<file path="src/rtl/itrx_aib_phy_rx_lane_deser.sv">
// AIB receive lane deserializer: gathers DDR beat pairs into DWIDTH-bit words,
// hunts for an alignment marker, and delivers aligned words while locked.
module itrx_aib_phy_rx_lane_deser #(
    parameter int                DWIDTH       = 8,
    parameter logic [DWIDTH-1:0] MARKER       = DWIDTH'(8'hA5),
    parameter int                LOCK_TIMEOUT = 16
) (
    input  logic              inclk,
    input  logic              rx_irstb,
    input  logic              rx_en,
    input  logic              odat0,
    input  logic              odat1,
    input  logic              err_clr,
    output logic [DWIDTH-1:0] rx_data,
    output logic              rx_valid,
    output logic              rx_locked,
    output logic              marker_seen,
    output logic              lock_lost,
    output logic [7:0]        lock_err_cnt
);

    localparam int BW = (DWIDTH / 2 > 1) ? $clog2(DWIDTH / 2) : 1;
    localparam int TW = $clog2(LOCK_TIMEOUT + 1);
    localparam logic [BW-1:0] LAST_BEAT = BW'(DWIDTH / 2 - 1);
    localparam logic [TW-1:0] LAST_TO   = TW'(LOCK_TIMEOUT - 1);

    typedef enum logic [1:0] {
        IDLE   = 2'd0,
        HUNT   = 2'd1,
        LOCKED = 2'd2
    } state_t;

    state_t            state_r;
    state_t            state_nxt_s;
    logic [DWIDTH-1:0] sreg_r;
    logic [BW-1:0]     beat_cnt_r;
    logic [TW-1:0]     timeout_r;
    logic              boundary_s;
    logic              lock_hit_s;
    logic              deliver_s;
    logic              marker_hit_s;
    logic              lost_s;

    // Next-state and per-cycle event decode
    always_comb begin
        state_nxt_s  = state_r;
        lock_hit_s   = 1'b0;
        deliver_s    = 1'b0;
        marker_hit_s = 1'b0;
        lost_s       = 1'b0;
        boundary_s   = (beat_cnt_r == LAST_BEAT);
        if (!rx_en) begin
            state_nxt_s = IDLE;
        end else begin
            case (state_r)
                IDLE: state_nxt_s = HUNT;
                HUNT: begin
                    if (sreg_r == MARKER) begin
                        state_nxt_s = LOCKED;
                        lock_hit_s  = 1'b1;
                    end else begin
                        state_nxt_s = HUNT;
                    end
                end
                LOCKED: begin
                    // Markers only count at a word boundary; elsewhere they are payload
                    if (boundary_s) begin
                        if (sreg_r == MARKER) begin
                            marker_hit_s = 1'b1;
                        end else begin
                            deliver_s = 1'b1;
                            if (timeout_r == LAST_TO) begin
                                lost_s      = 1'b1;
                                state_nxt_s = HUNT;
                            end else begin
                                state_nxt_s = LOCKED;
                            end
                        end
                    end else begin
                        state_nxt_s = LOCKED;
                    end
                end
                default: state_nxt_s = IDLE;
            endcase
        end
    end

    // State, shift register and word-tracking counters
    always_ff @(posedge inclk or negedge rx_irstb) begin
        if (!rx_irstb) begin
            state_r    <= IDLE;
            rx_locked  <= 1'b0;
            sreg_r     <= '0;
            beat_cnt_r <= '0;
            timeout_r  <= '0;
        end else begin
            state_r   <= state_nxt_s;
            rx_locked <= (state_nxt_s == LOCKED);
            if (rx_en) begin
                sreg_r <= {sreg_r[DWIDTH-3:0], odat0, odat1};
            end else begin
                sreg_r <= sreg_r;
            end
            if (lock_hit_s) begin
                beat_cnt_r <= '0;
            end else if (rx_en && (state_r == LOCKED)) begin
                beat_cnt_r <= boundary_s ? '0 : beat_cnt_r + BW'(1);
            end else begin
                beat_cnt_r <= beat_cnt_r;
            end
            if (lock_hit_s || marker_hit_s || lost_s) begin
                timeout_r <= '0;
            end else if (deliver_s) begin
                timeout_r <= timeout_r + TW'(1);
            end else begin
                timeout_r <= timeout_r;
            end
        end
    end

    // Registered data path, status pulses and lock-loss counter
    always_ff @(posedge inclk or negedge rx_irstb) begin
        if (!rx_irstb) begin
            rx_data      <= '0;
            rx_valid     <= 1'b0;
            marker_seen  <= 1'b0;
            lock_lost    <= 1'b0;
            lock_err_cnt <= 8'd0;
        end else begin
            rx_valid    <= deliver_s;
            marker_seen <= lock_hit_s | marker_hit_s;
            lock_lost   <= lost_s;
            if (deliver_s) begin
                rx_data <= sreg_r;
            end else begin
                rx_data <= rx_data;
            end
            if (err_clr) begin
                lock_err_cnt <= 8'd0;
            end else if (lost_s && (lock_err_cnt != 8'hFF)) begin
                lock_err_cnt <= lock_err_cnt + 8'd1;
            end else begin
                lock_err_cnt <= lock_err_cnt;
            end
        end
    end

endmodule

</file>
<file path="config.mk">
export PLATFORM = sky130hd
export DESIGN_NAME = itrx_aib_phy_rx_lane_deser
export DESIGN_NICKNAME = d
export VERILOG_FILES = /design/src/rtl/itrx_aib_phy_rx_lane_deser.sv
export SDC_FILE = /design/constraint.sdc
export NUM_CORES = 1
export LEC_CHECK = 0
export CAP_MARGIN = 25
export CORE_MARGIN = 1.5
export CORE_UTILIZATION = 57
export CTS_CLUSTER_SIZE = 24
export DETAILED_ROUTE_END_ITERATION = 8
export GPL_ROUTABILITY_DRIVEN = 0
export PLACE_DENSITY = 0.82
export SYNTH_ARGS = -nofsm -noshare
export SYNTH_HDL_FRONTEND = slang
export SYNTH_SLANG_ARGS = --single-unit
</file>
<file path="constraint.sdc">
create_clock -name inclk -period 3.7 [get_ports inclk]
set_clock_uncertainty 0.05 [all_clocks]
set_input_delay 1.11 -clock inclk [delete_from_list [all_inputs] [get_ports inclk]]
set_output_delay 1.11 -clock inclk [all_outputs]
set_load 0.1 [all_outputs]
</file>
# ---- Word level (Yosys, flattened, before mapping)
# Index checks and enable logic that the tools add are counted.
dict set report word_totals {
  register_bits 37
  inputBits 6
  out_inout_bits 20
  word_cells 57
}
dict set report op_classes {
  addsub 3
  n_eq_ne 7
  n_mux 28
  bitwise_logic 1
  reduce_logical 8
}
# cell n
set op_table {}
lappend op_table {{two-way mux 2 bit} 8}
lappend op_table {{two-way mux 8 bit} 2}
lappend op_table {{two-way mux 1 bit} 15}
lappend op_table {{two-way mux 5 bit} 2}
lappend op_table {{adder 8 x 1 -> 8 bit, second input constant} 1}
lappend op_table {{== test 8 bit, second input constant} 1}
lappend op_table {{inequality test 8 bit, second input constant} 1}
lappend op_table {{== test 2 bit, second input constant} 3}
lappend op_table {{one-hot mux 2 bit (3 select lines)} 1}
lappend op_table {{nonzero test 2 bit} 3}
lappend op_table {{adder 5 x 1 -> 5 bit, second input constant} 1}
lappend op_table {{== test 5 x 4 -> 1 bit, second input constant} 1}
lappend op_table {{adder 2 x 1 -> 2 bit, second input constant} 1}
lappend op_table {{== test 2 x 1 -> 1 bit, second input constant} 1}
lappend op_table {{logical AND 1 bit} 2}
lappend op_table {{logical NOT 2 bit} 1}
lappend op_table {{logical OR 1 bit} 2}
lappend op_table {{OR 1 bit} 1}

# ---- Logic depth before layout (Yosys ltp)
dict set report logic_depth {
  depth_word 9
  mapped_depth 9
  depth_no_buf 7
}

# ---- Worst setup path before layout
# Ideal clock, no wire load.
dict set report synth_path {
  path_type {in2reg}
  from {input port rx_en}
  to {register lock_err_cnt[3]}
  setup_ps 78
  arrival_ps 2188
  required_time_ps 3572
  path_slack_ps 1384
  cell_stages 4
  path_buffers 0
  cell_sequence {nand4b_4 a211o_1 or4_1 a21oi_1}
}
dict set report synth_via {
  elab_chain_len 3
}
# item line_no
set synth_lines {}
lappend synth_lines {{start: declaration} 10} ;# input logic rx_en,
lappend synth_lines {{two-way mux 1 bit} 52} ;# if (!rx_en) begin
lappend synth_lines {{logical AND 1 bit} 140} ;# end else if (lost_s && (lock_err_cnt != 8'hFF)) begin
lappend synth_lines {{nonzero test 2 bit (no source line)} n/a}
lappend synth_lines {{end signal: assignment} 141} ;# lock_err_cnt <= lock_err_cnt + 8'd1;
lappend synth_lines {{end signal: assignment} 143} ;# lock_err_cnt <= lock_err_cnt;
lappend synth_lines {{end: declaration} 19} ;# output logic [7:0] lock_err_cnt
# No other way between the ends.
# A chain may end at the register's enable or synchronous reset.

# ---- Worst setup path after layout
dict set report layout_path {
  from {input port rx_en}
  to {register lock_err_cnt[7]}
}
# The elaborated chain is that of the path after synthesis.

==> results.json <==
{
  "status": "completed",
  "cp.arrival_ns": 3.00,
  "cts_htree_levels": 2,
  "clkPwrFrac": 0.329,
  "avgSynthCellArea_um2": 11.7,
  "row_count": 19,
  "hpwl_um": 2210,
  "cap_violations": 0,
  "die-area_um2": 3380,
  "initial_core_util": 0.612,
  "start_kind": "primary input",
  "max_slew_margin": 0.493,
  "diodes": 0,
  "synthAdderAreaFrac": 0.0289,
  "synth_xor_area_frac": 0,
  "grt_pass1_wl_um": 5550,
  "power_density_nw_per_um2": 354,
  "avgViaCountPerCell": 6.15,
  "synth_compound_area_frac": 0.147,
  "die_y_um": 58.1,
  "synth.cell_area_um2": 1730,
  "synth_top_family_by_area": "compound AO/OA/AOI/OAI gates",
  "setup_tns_ns": 0,
  "yosysMostFrequentCell": "dfrtp_1",
  "ios": 26,
  "wirelength_um": 3190,
  "path_class": "in2reg",
  "cts_max_path_buffers": 2,
  "grt_overflow": 0,
  "critPathCaptureType": "register",
  "peakVddDrop_mv": 0.312,
  "antenna_found_initial": 0,
  "tritoncts": "done",
  "port-buffer-count": 25,
  "stdcell_area_um2": 2020,
  "ys_seq_elements": 37,
  "track_usage": 0.220,
  "yosys.area.top_type": "dfrtp_1",
  "nets": 186,
  "p_sw_uw": 162,
  "hold_violations": 0,
  "fin_crit_ns": 2.79,
  "vias": 1280,
  "p_int_uw": 555,
  "setup_viol": 0,
  "grt_pass1_vias": 1239,
  "syn_inst": 148,
  "syn_nets": 158,
  "syn_to_final_growth_pct": 17.0,
  "max_clock_freq_ghz": 0.359,
  "synthFlopType": "dfrtp_1",
  "slew_violations": 0,
  "grt_max_degree": 38,
  "ant_nets": 0,
  "root_buffer": "clkbuf_4",
  "synth_cell_types": 39,
  "clk_pin_slew_ns": 0.10,
  "synth-edff-count": 0,
  "core_area_um2": 2830,
  "p_comb_frac": 0.065,
  "cts_sinks": 37,
  "postCtsHoldBufs": 0,
  "synthTopCellsByCount": "37 x dfrtp_1, 17 x mux2_2, 10 x a21oi_1",
  "synth.area.top_cells": "dfrtp_1 54%, mux2_2 11%, a21oi_1 2.9%",
  "yosys_warnings": 0,
  "leakagePower_nw": 0.982,
  "fin_crit_sh": 0.753,
  "swShare": 0.226,
  "hp-class": "reg2reg",
  "drive_above_1_share": 0.294,
  "critical_path_peak_fanout": 17,
  "async_reset_ff_frac": 1.00,
  "tightest_slew_ns": 0.758,
  "clk_latency_ns": 0.34,
  "die_w_um": 58.1,
  "yosys.area_share.simple": 0.144,
  "yosysSeqAreaShare": 0.535,
  "drtIter0Drc": 46,
  "rsz0062_at_grt": "no",
  "place_area_um2": 1950,
  "cp_data_required_time_ns": 3.91,
  "seqPwrFrac": 0.607,
  "detail_route.wl_per_cell_um": 15.3,
  "synth_top_area_frac": 0.535,
  "numCtsBuffers": 5,
  "muxShareOfSynthArea": 0.111,
  "post_cts_buffers": 0,
  "dr.pass1.iters": 4,
  "drc_errors": 0,
  "post_cts_resize_count": 0
}
## metal layers
metal / GRT usage / wire length, um
met3: 0.0469 / 117
met1: 0.271 / 1410
met5: 0 / 0
met2: 0.367 / 1590
met4: 0.110 / 68
## power by group through the flow
stage | Sequential (mW) | Clock [mW] | Combinational, mW
final | 0.435 | 0.236 | 0.0464
after global routing | 0.438 | 0.259 | 0.0525
after CTS | 0.435 | 0.244 | 0.0474
after detailed placement | 0.443 | 0 | 0.0472
after global placement | 0.441 | 0 | 0.0456
after floorplan | 0.438 | 0 | 0.0294
## area by class of cell
class | count | area (um^2)
multi-input combinational | 97 | 744
fill | 197 | 805
sequential | 37 | 926
tap | 31 | 38.8
inverter | 8 | 30.0
clock inverter | 1 | 5.00
timing repair buffer | 27 | 215
clock buffer | 7 | 65.1
## metrics by stage
stage | hold slack (ns) | utilization | instances | power [mW] | setup slack, ns
detailed placement | 0.441 | 0.691 | 200 | 0.490 | 0.554
finish | 0.467 | 0.716 | 208 | 0.717 | 0.913
floorplan | 0.416 | - | 148 | 0.467 | 1.38
CTS | 0.466 | 0.716 | 208 | 0.726 | 0.924
global placement | 0.439 | 0.691 | 200 | 0.487 | 0.637
global route | 0.498 | 0.716 | 208 | 0.749 | 0.798
## registers in the layout, indices dropped and copies added, names as in the netlist, 2 cells and up
| signal | cells |
|---|---|
| state_r | 2 |
| beat_cnt_r | 2 |
| timeout_r | 5 |
| lock_err_cnt | 8 |
| rx_data | 8 |
| sreg_r | 8 |
## final timing paths
check	depth (start not counted)	from	end	slack, ns
worst max-delay path	5	rx_en	lock_err_cnt[7]	0.91
worst min-delay path	1	timeout_r[4]	timeout_r[4]	0.47
worst max register to register	7	timeout_r[0]	lock_err_cnt[7]	1.27
worst min register to register	1	timeout_r[4]	timeout_r[4]	0.47
max in group asynchronous	2	rx_irstb	lock_err_cnt[3]	2.16
min in group asynchronous	2	rx_irstb	timeout_r[1]	1.11
## kinds of logic (layout without fill, tap and decap cells)
family / Yosys count / in the layout
muxes: 17 / 17
AOI/OAI and AO/OA: 38 / 38
adders and majority gates: 4 / 4
buffers and inverters: 14 / 43
and+or+nand+nor: 38 / 38
DFF: 37 / 37
## worst max-delay path, stage by stage
cell and delay, ns:
clkdlybuf4s50_1 0.54, nand4b_4 0.16, a211o_1 0.47, or4_1 0.56, a21oi_1 0.16
## cells in the final DEF (no fill, tap or decap), types with 2 or more instances in the layout
cell,netlist,layout
ha_1,4,4
and3_1,3,3
inv_1,8,8
clkbuf_4,0,5
o21a_1,3,3
dfrtp_1,37,37
clkdlybuf4s50_1,0,5
a21oi_1,10,10
a22o_1,3,3
o21ai_0,6,6
nor2_1,6,6
o31ai_1,6,6
nand2_1,4,4
a31oi_1,2,2
buf_4,0,22
nand4_1,2,2
or4_1,4,4
nand3_1,4,4
and4bb_2,2,2
clkbuf_8,0,2
mux2_2,17,17
or3_1,3,3
Power figures use the tool's default switching activity.
